===== config.mk =====
export PLATFORM = sky130hd
export DESIGN_NAME = shift32_iter
export DESIGN_NICKNAME = d
export VERILOG_FILES = /design/src/rtl/shift32_iter.sv
export SDC_FILE = /design/constraint.sdc
export NUM_CORES = 1
export LEC_CHECK = 0
export BUFFER_PORTS_ARGS = -buffer_cell sky130_fd_sc_hd__buf_4
export CORE_MARGIN = 1
export CORE_UTILIZATION = 43
export DETAILED_ROUTE_END_ITERATION = 7
export SLEW_MARGIN = 20
export SYNTH_ARGS = -nofsm -noshare
export SYNTH_HDL_FRONTEND = slang
export SYNTH_SLANG_ARGS = --single-unit
export TNS_END_PERCENT = 100

===== constraint.sdc =====
create_clock -name clk_i -period 3.78 [get_ports clk_i]
set_clock_uncertainty 0.15 [all_clocks]
set_input_delay 0.756 -clock clk_i [delete_from_list [all_inputs] [get_ports clk_i]]
set_output_delay 0.756 -clock clk_i [all_outputs]
set_load 0.01 [all_outputs]

===== src/rtl/shift32_iter.sv =====
// shift32_iter -- multi-cycle iterative shifter (SLL / SRL / SRA).
//
// The operand is shifted by up to STEP bit positions per clock instead of
// going through a full single-cycle barrel shifter. The control FSM talks to
// this block with a START / BUSY / DONE handshake. The result is registered.
//
// Mode encoding {right_i, arith_i}:
//   00, 01 -> left logical
//   10     -> right logical
//   11     -> right arithmetic
//
// Ports:
//   clk_i    in   1             clock; all state changes on the rising edge
//   rst_i    in   1             asynchronous active-high reset
//   start_i  in   1             request; sampled only while busy_o = 0
//   d_i      in   WIDTH         operand, captured when a request is accepted
//   shamt_i  in   clog2(WIDTH)  shift amount, captured when a request is accepted
//   right_i  in   1             1 = right shift, 0 = left shift
//   arith_i  in   1             1 = sign fill on a right shift (ignored on left)
//   busy_o   out  1             high whenever the FSM is not idle
//   done_o   out  1             one-cycle pulse; res_o is final in this cycle
//   res_o    out  WIDTH         work register: intermediate while shifting,
//                               final from the done cycle until the next accept
module shift32_iter #(
  parameter int WIDTH = 32,
  parameter int STEP  = 4
) (
  input  logic                     clk_i,
  input  logic                     rst_i,
  input  logic                     start_i,
  input  logic [WIDTH-1:0]         d_i,
  input  logic [$clog2(WIDTH)-1:0] shamt_i,
  input  logic                     right_i,
  input  logic                     arith_i,
  output logic                     busy_o,
  output logic                     done_o,
  output logic [WIDTH-1:0]         res_o
);

  localparam int SW = $clog2(WIDTH);

  // Largest per-cycle shift that can actually occur: the remaining count never
  // exceeds WIDTH-1, so a STEP equal to WIDTH is clipped.
  localparam int KMAX = (STEP < WIDTH) ? STEP : WIDTH - 1;

  // STEP held in SW+1 bits so that STEP == WIDTH is still representable.
  localparam logic [SW:0] STEP_W = (SW + 1)'(STEP);

  typedef enum logic [1:0] {
    ST_IDLE  = 2'd0,
    ST_SHIFT = 2'd1,
    ST_DONE  = 2'd2
  } state_t;

  state_t         state_q, state_d;
  logic [WIDTH-1:0] work_q, work_d;
  logic [SW-1:0]    rem_q,  rem_d;
  logic             right_q, right_d;
  // Vacated MSBs are filled with ones only for a right arithmetic shift of a
  // negative operand; the decision is made once, at capture time.
  logic             fill_q,  fill_d;

  logic [SW-1:0]    k;
  logic [SW-1:0]    rem_after;
  logic [WIDTH-1:0] step_res;
  logic [WIDTH-1:0] cand [0:KMAX];

  // One candidate per possible per-cycle shift distance; k selects among them.
  genvar gi;
  generate
    for (gi = 0; gi <= KMAX; gi++) begin : g_cand
      localparam logic [WIDTH-1:0] FILL_MASK = ~({WIDTH{1'b1}} >> gi);
      assign cand[gi] = right_q ? ((work_q >> gi) | (fill_q ? FILL_MASK : '0))
                                : (work_q << gi);
    end
  endgenerate

  // k = min(STEP, rem)
  always_comb begin
    k = rem_q;
    if ({1'b0, rem_q} >= STEP_W) begin
      k = STEP_W[SW-1:0];
    end
  end

  assign rem_after = rem_q - k;

  always_comb begin
    step_res = cand[0];
    for (int i = 1; i <= KMAX; i++) begin
      if (k == SW'(i)) begin
        step_res = cand[i];
      end
    end
  end

  // Next-state and datapath control.
  always_comb begin
    state_d = state_q;
    work_d  = work_q;
    rem_d   = rem_q;
    right_d = right_q;
    fill_d  = fill_q;
    unique case (state_q)
      ST_IDLE: begin
        if (start_i) begin
          work_d  = d_i;
          rem_d   = shamt_i;
          right_d = right_i;
          fill_d  = right_i & arith_i & d_i[WIDTH-1];
          state_d = (shamt_i != '0) ? ST_SHIFT : ST_DONE;
        end
      end
      ST_SHIFT: begin
        work_d  = step_res;
        rem_d   = rem_after;
        state_d = (rem_after == '0) ? ST_DONE : ST_SHIFT;
      end
      ST_DONE: begin
        // start_i is deliberately not looked at here.
        state_d = ST_IDLE;
      end
      default: begin
        state_d = ST_IDLE;
      end
    endcase
  end

  always_ff @(posedge clk_i or posedge rst_i) begin
    if (rst_i) begin
      state_q <= ST_IDLE;
      work_q  <= '0;
      rem_q   <= '0;
      right_q <= 1'b0;
      fill_q  <= 1'b0;
    end else begin
      state_q <= state_d;
      work_q  <= work_d;
      rem_q   <= rem_d;
      right_q <= right_d;
      fill_q  <= fill_d;
    end
  end

  assign busy_o = (state_q != ST_IDLE);
  assign done_o = (state_q == ST_DONE);
  assign res_o  = work_q;

endmodule


Yosys cells after proc, flatten, opt, wreduce, memory -nomap -nowiden
Cells that the tools add are included.
{"block": "classes", "n_mux": 21, "addsub": 1, "eq_ne": 8, "order_cmp": 1, "bitwise_logic": 6, "n_reduce_logical": 8}
{"op": "2-to-1 mux 32 bit", "n": 13}
{"op": "one-hot mux 32 bit (2 select lines)", "n": 1}
{"op": "bitwise OR 28 x 32 -> 32 bit", "n": 1}
{"op": "bitwise OR 29 x 32 -> 32 bit", "n": 1}
{"op": "bitwise OR 30 x 32 -> 32 bit", "n": 1}
{"op": "bitwise OR 31 x 32 -> 32 bit", "n": 1}
{"op": "equality test 5 x 2 -> 1 bit (second input constant)", "n": 2}
{"op": "2-to-1 mux 5 bit", "n": 2}
{"op": "one-hot mux 5 bit (2 select lines)", "n": 1}
{"op": "2-to-1 mux 2 bit", "n": 3}
{"op": "equality test 5 x 1 -> 1 bit (second input constant)", "n": 1}
{"op": "equality test 5 x 3 -> 1 bit (second input constant)", "n": 1}
{"op": ">= comparator 5 x 3 -> 1 bit (second input constant)", "n": 1}
{"op": "zero test 5 bit", "n": 1}
{"op": "!= test 5 bit (second input constant)", "n": 1}
{"op": "nonzero test 5 bit", "n": 1}
{"op": "subtractor 5 bit", "n": 1}
{"op": "one-hot mux 2 bit (2 select lines)", "n": 1}
{"op": "AND reduction 2 bit", "n": 2}
{"op": "nonzero test 2 bit", "n": 2}
{"op": "AND reduction 3 bit", "n": 1}
{"op": "bitwise AND 1 bit", "n": 2}
{"op": "equality test 2 x 1 -> 1 bit (second input constant)", "n": 1}
{"op": "equality test 2 bit (second input constant)", "n": 1}
{"op": "other kinds (2)", "n": 2}
{"block": "totals", "input_bits": 42, "wordCells": 50, "register_bits": 41}

Depth between registers and ports, before layout
{"block": "depth", "word_depth": 8, "ltp_mapped": 10}

Worst setup path before layout
Ideal clock, no wire load.
{"block": "synth_path", "path_type": "reg-to-reg", "from": "register rem_q[4]", "to": "register state_q[1]", "t_arrival_ns": 2.096, "period_less_slack_ns": 2.324, "stages_incl_launch_ff": 9, "slack_ns": 1.456, "path_buffers": 3, "path_cell_list": "dfrtp_1 -> buf_6 -> or3_4 -> buf_6 -> clkbuf_1 -> nand2_1 -> ha_1 -> or4_1 -> a21oi_1"}
{"block": "synth_via", "elab_chain_len": 6}
{"item": "start, declared", "line": "57", "text": "logic [SW-1:0] rem_q, rem_d;"}
{"item": "start signal, assigned", "line": "139", "text": "rem_q <= rem_d;"}
{"item": ">= comparator 5 x 3 -> 1 bit", "line": "81", "text": "if ({1'b0, rem_q} >= STEP_W) begin"}
{"item": "2-to-1 mux 5 bit", "line": "81"}
{"item": "subtractor 5 bit (*)", "line": "86", "text": "assign rem_after = rem_q - k;"}
{"item": "zero test 5 bit (*)", "line": "117", "text": "state_d = (rem_after == '0) ? ST_DONE : ST_SHIFT;"}
{"item": "2-to-1 mux 2 bit (*)", "line": "117"}
{"item": "one-hot mux 2 bit (2 select lines) (*)", "line": "104", "text": "unique case (state_q)"}
{"item": "end signal, assigned", "line": "137", "text": "state_q <= state_d;"}
{"item": "end, declared", "line": "55", "text": "state_t state_q, state_d;"}
Mark *: on every way between the ends. The rest lies on a longest branch, timed or not.
A chain may end at the register's enable or synchronous reset.

Final worst setup path
{"block": "layout_path", "from": "register state_q[1]", "to": "register work_q[29], in the netlist res_o[29]"}
{"block": "layout_via", "elab_chain_len": 3, "word_cells_on_any_way": 7}
{"item": "equality test 2 x 1 -> 1 bit / zero test 2 bit (equally long branches)", "line": "104"}
{"item": "!= test 5 bit (no source line) (tied with other cells)"}
{"item": "AND reduction 3 bit (no source line)"}
{"item": "end signal, assigned", "line": "138", "text": "work_q <= work_d;"}
{"item": "end, declared", "line": "56", "text": "logic [WIDTH-1:0] work_q, work_d;"}
Parallel ways exist; a longest one is shown, timed or not.

==> flow_metrics.tcl <==
set metrics [dict create \
    rsz0062_at_grt "false" \
    cts_inserted_buffers 5 \
    period_share_pct 69.7 \
    layout-drive-gt1-share_pct 19.9 \
    gp_routability_congestion 0.886 \
    critPathKind "register to register" \
    startpoint_type "register" \
    worstPathRequired_ns 3.86 \
    yosysTopAreaCellShare_pct 25.5 \
    portBuffers 75 \
    core-area_sq_um 8890 \
    ys_ff_latch 41 \
    dpl_cell_area_sq_um 4610 \
    grt_usage_pct 27.6 \
    yosysMostFrequentCell "a21oi_1" \
    hold_buffers 0 \
    cp.depth 5 \
    critical_path_arrival_ns 2.71 \
    ant_nets 0 \
    ios 76 \
    finalCriticalPeriod_ns 2.64 \
    path_buf_inv 1 \
    worstSetupEndpointType "register" \
    fp.dieH_um 98.6 \
    synth_fp_nets 599 \
    clk_pin_slew_ns 0.09 \
    netlist_area_sq_um 4020 \
    outcome "finished clean" \
    cts.htree.levels 2 \
    clockBufferDepth 2 \
    ys_seq_area_share_pct 25.5 \
    vias 4515 \
    cpMostUsedCell "o221ai_1" \
    ir_drop_uv 402 \
    slowest_delay_ns 0.74 \
    synthToLayoutAreaGrowth_pct 17.6 \
    die_w_um 98.6 \
    worstMarginPinSlew_ns 0.938 \
    p_per_area_nw_per_um2 1030 \
    dpl.hpwl_um 9200 \
    ff2ff_path_depth 5 \
    crit_slowest_cell "a21oi_1" \
    maxSlewViolCount 0 \
    clk_latency_ns 0.31 \
    rows 34 \
    start_util_pct 45.2 \
    cts-root-buf "clkbuf_8" \
    nNetsFinal 642 \
    tritoncts "yes" \
    crit_family "compound AO/OA/AOI/OAI gates" \
    crit_fanout 24 \
    hold_path_depth 2 \
    post_drt_wl_per_cell_um 19.0 \
    synth-async-reset-ratio_pct 100 \
    final_area_sq_um 4720 \
    antenna_found_initial 0 \
    drc 0 \
    setup_viol 0 \
    antenna_cells 0 \
    grt_pass1_vias 4133 \
    drt_iter0_drc 385 \
    cts_resized 0 \
    dieArea_sq_um 9730 \
    yosys.area.top_type "dfrtp_1" \
    grt_pass1_wl_um 21500 \
    crit_chain "nand2b_1, buf_4, a21oi_1, o221ai_1, o221ai_1" \
    leakagePower_nw 1.97 \
    finalHoldViolations 0 \
    syn_area_per_cell_sq_um 7.24 \
    synth-edff-count 0 \
    ys_top_cells_by_area "dfrtp_1, a21oi_1, mux2i_1" \
    grt-ovfl-total 0 \
    via_per_inst 6.39 \
    grt_start_max_net_pins 42 \
    synthFlopType "dfrtp_1" \
    synthTopCellsByCount "a21oi_1, nand2_1, nor2_1" \
    drv_cap 0 \
    dr.pass1.iters 6 \
    setup_tns_ns 0 \
    ys_types 55 \
    hp-class "register to register" \
    synthesis.instances 555 \
    fmax_mhz 379 \
    post_cts_buffers 0 \
    wl_um 13400 \
    yosysWarnings 0 \
    slew_headroom_pct 37.5 \
    cts.sinks 41 \
]
[power breakdown]
| group | internal, mW | total, mW | switching (mW) | leakage [nW] |
|---|---|---|---|---|
| registers | 0.668 | 1.29 | 0.623 | 0.477 |
| logic | 1.39 | 3.16 | 1.77 | 1.43 |
| clock network | 0.216 | 0.389 | 0.173 | 0.0585 |
| total | 2.28 | 4.84 | 2.56 | 1.97 |
[logic make-up (layout without fill, tap and decap cells)]
family	after synthesis	after routing	share of synthesized area, %
AND/OR/NAND/NOR	208	208	25.0
AO/OA/AOI/OAI	195	195	31.3
buffers and inverters	68	112	7.38
flip-flops	41	41	25.5
multiplexers	39	39	10.0
adder cells (fa/ha/maj)	2	2	0.623
other	2	2	0.187
[tightest hold or removal path: stages (launching register included)]
cell	delay, ns
dfrtp_1	0.41
nand2_1	0.06
o21ai_0	0.07
[layout make-up]
type | instances | area (sq um)
Fill cell | 859 | 4170
Multi-Input combinational cell | 446 | 2700
Sequential cell | 41 | 1030
Timing Repair Buffer | 94 | 706
Tap cell | 108 | 135
Clock buffer | 7 | 86.3
Inverter | 10 | 37.5
Clock inverter | 1 | 30.0
[stage by stage]
stage	std cells	util (%)	setup WS, ns	total power, mW	hold slack [ns]
6_report	707	53.1	1.14	4.84	0.416
5_1_grt	707	53.1	1.04	5.21	0.478
4_1_cts	707	53.1	1.22	4.79	0.417
3_5_place_dp	699	51.8	1.24	4.39	0.400
3_3_place_gp	699	51.8	1.26	4.37	0.382
2_1_floorplan	555	-	1.46	3.37	0.342
[routing by layer]
layer,vias up,part of all wire [%],track usage [%]
met5,-,0,0
met4,0,2.2,8.50
met3,27,8.3,5.39
met2,255,45,42.8
met1,2111,45,38.8
li1,2122,-,-
[sequential cells by signal, summed over array words and instances, names as in the netlist]
signal,cells
fill_q,1
rem_q,5
res_o,32
right_q,1
state_q,2
[final timing paths]
| check | to | startpoint | slack, ns |
|---|---|---|---|
| min in group asynchronous | res_o[26]$_DFFE_PP0P_ | rst_i | 0.44 |
| worst max register to register | res_o[29]$_DFFE_PP0P_ | state_q[1]$_DFFE_PP0P_ | 1.14 |
| worst max-delay path | res_o[29]$_DFFE_PP0P_ | state_q[1]$_DFFE_PP0P_ | 1.14 |
| max in group asynchronous | rem_q[0]$_DFFE_PP0P_ | rst_i | 2.63 |
| worst min register to register | fill_q$_DFFE_PP0P_ | fill_q$_DFFE_PP0P_ | 0.42 |
| worst min-delay path | fill_q$_DFFE_PP0P_ | fill_q$_DFFE_PP0P_ | 0.42 |
[cells in the final DEF (no fill, tap or decap), types with 3 or more instances in the layout]
| cell type | instances |
|---|---|
| buf_4 | 94 |
| a21oi_1 | 72 |
| nand2_1 | 69 |
| nor2_1 | 51 |
| dfrtp_1 | 39 |
| nand2b_1 | 36 |
| mux2i_1 | 30 |
| a31oi_1 | 27 |
| o22ai_1 | 21 |
| nand3_1 | 19 |
| a32oi_1 | 15 |
| o21ai_0 | 14 |
| nor2b_1 | 10 |
| inv_1 | 9 |
| mux2_2 | 9 |
| a211oi_1 | 6 |
| clkbuf_8 | 6 |
| a221oi_1 | 5 |
| o211ai_1 | 5 |
| o31ai_1 | 5 |
| and2_1 | 4 |
| and3_1 | 4 |
| nor3_1 | 3 |
| o221ai_1 | 3 |
No activity file was read; power rests on OpenSTA's default activity.
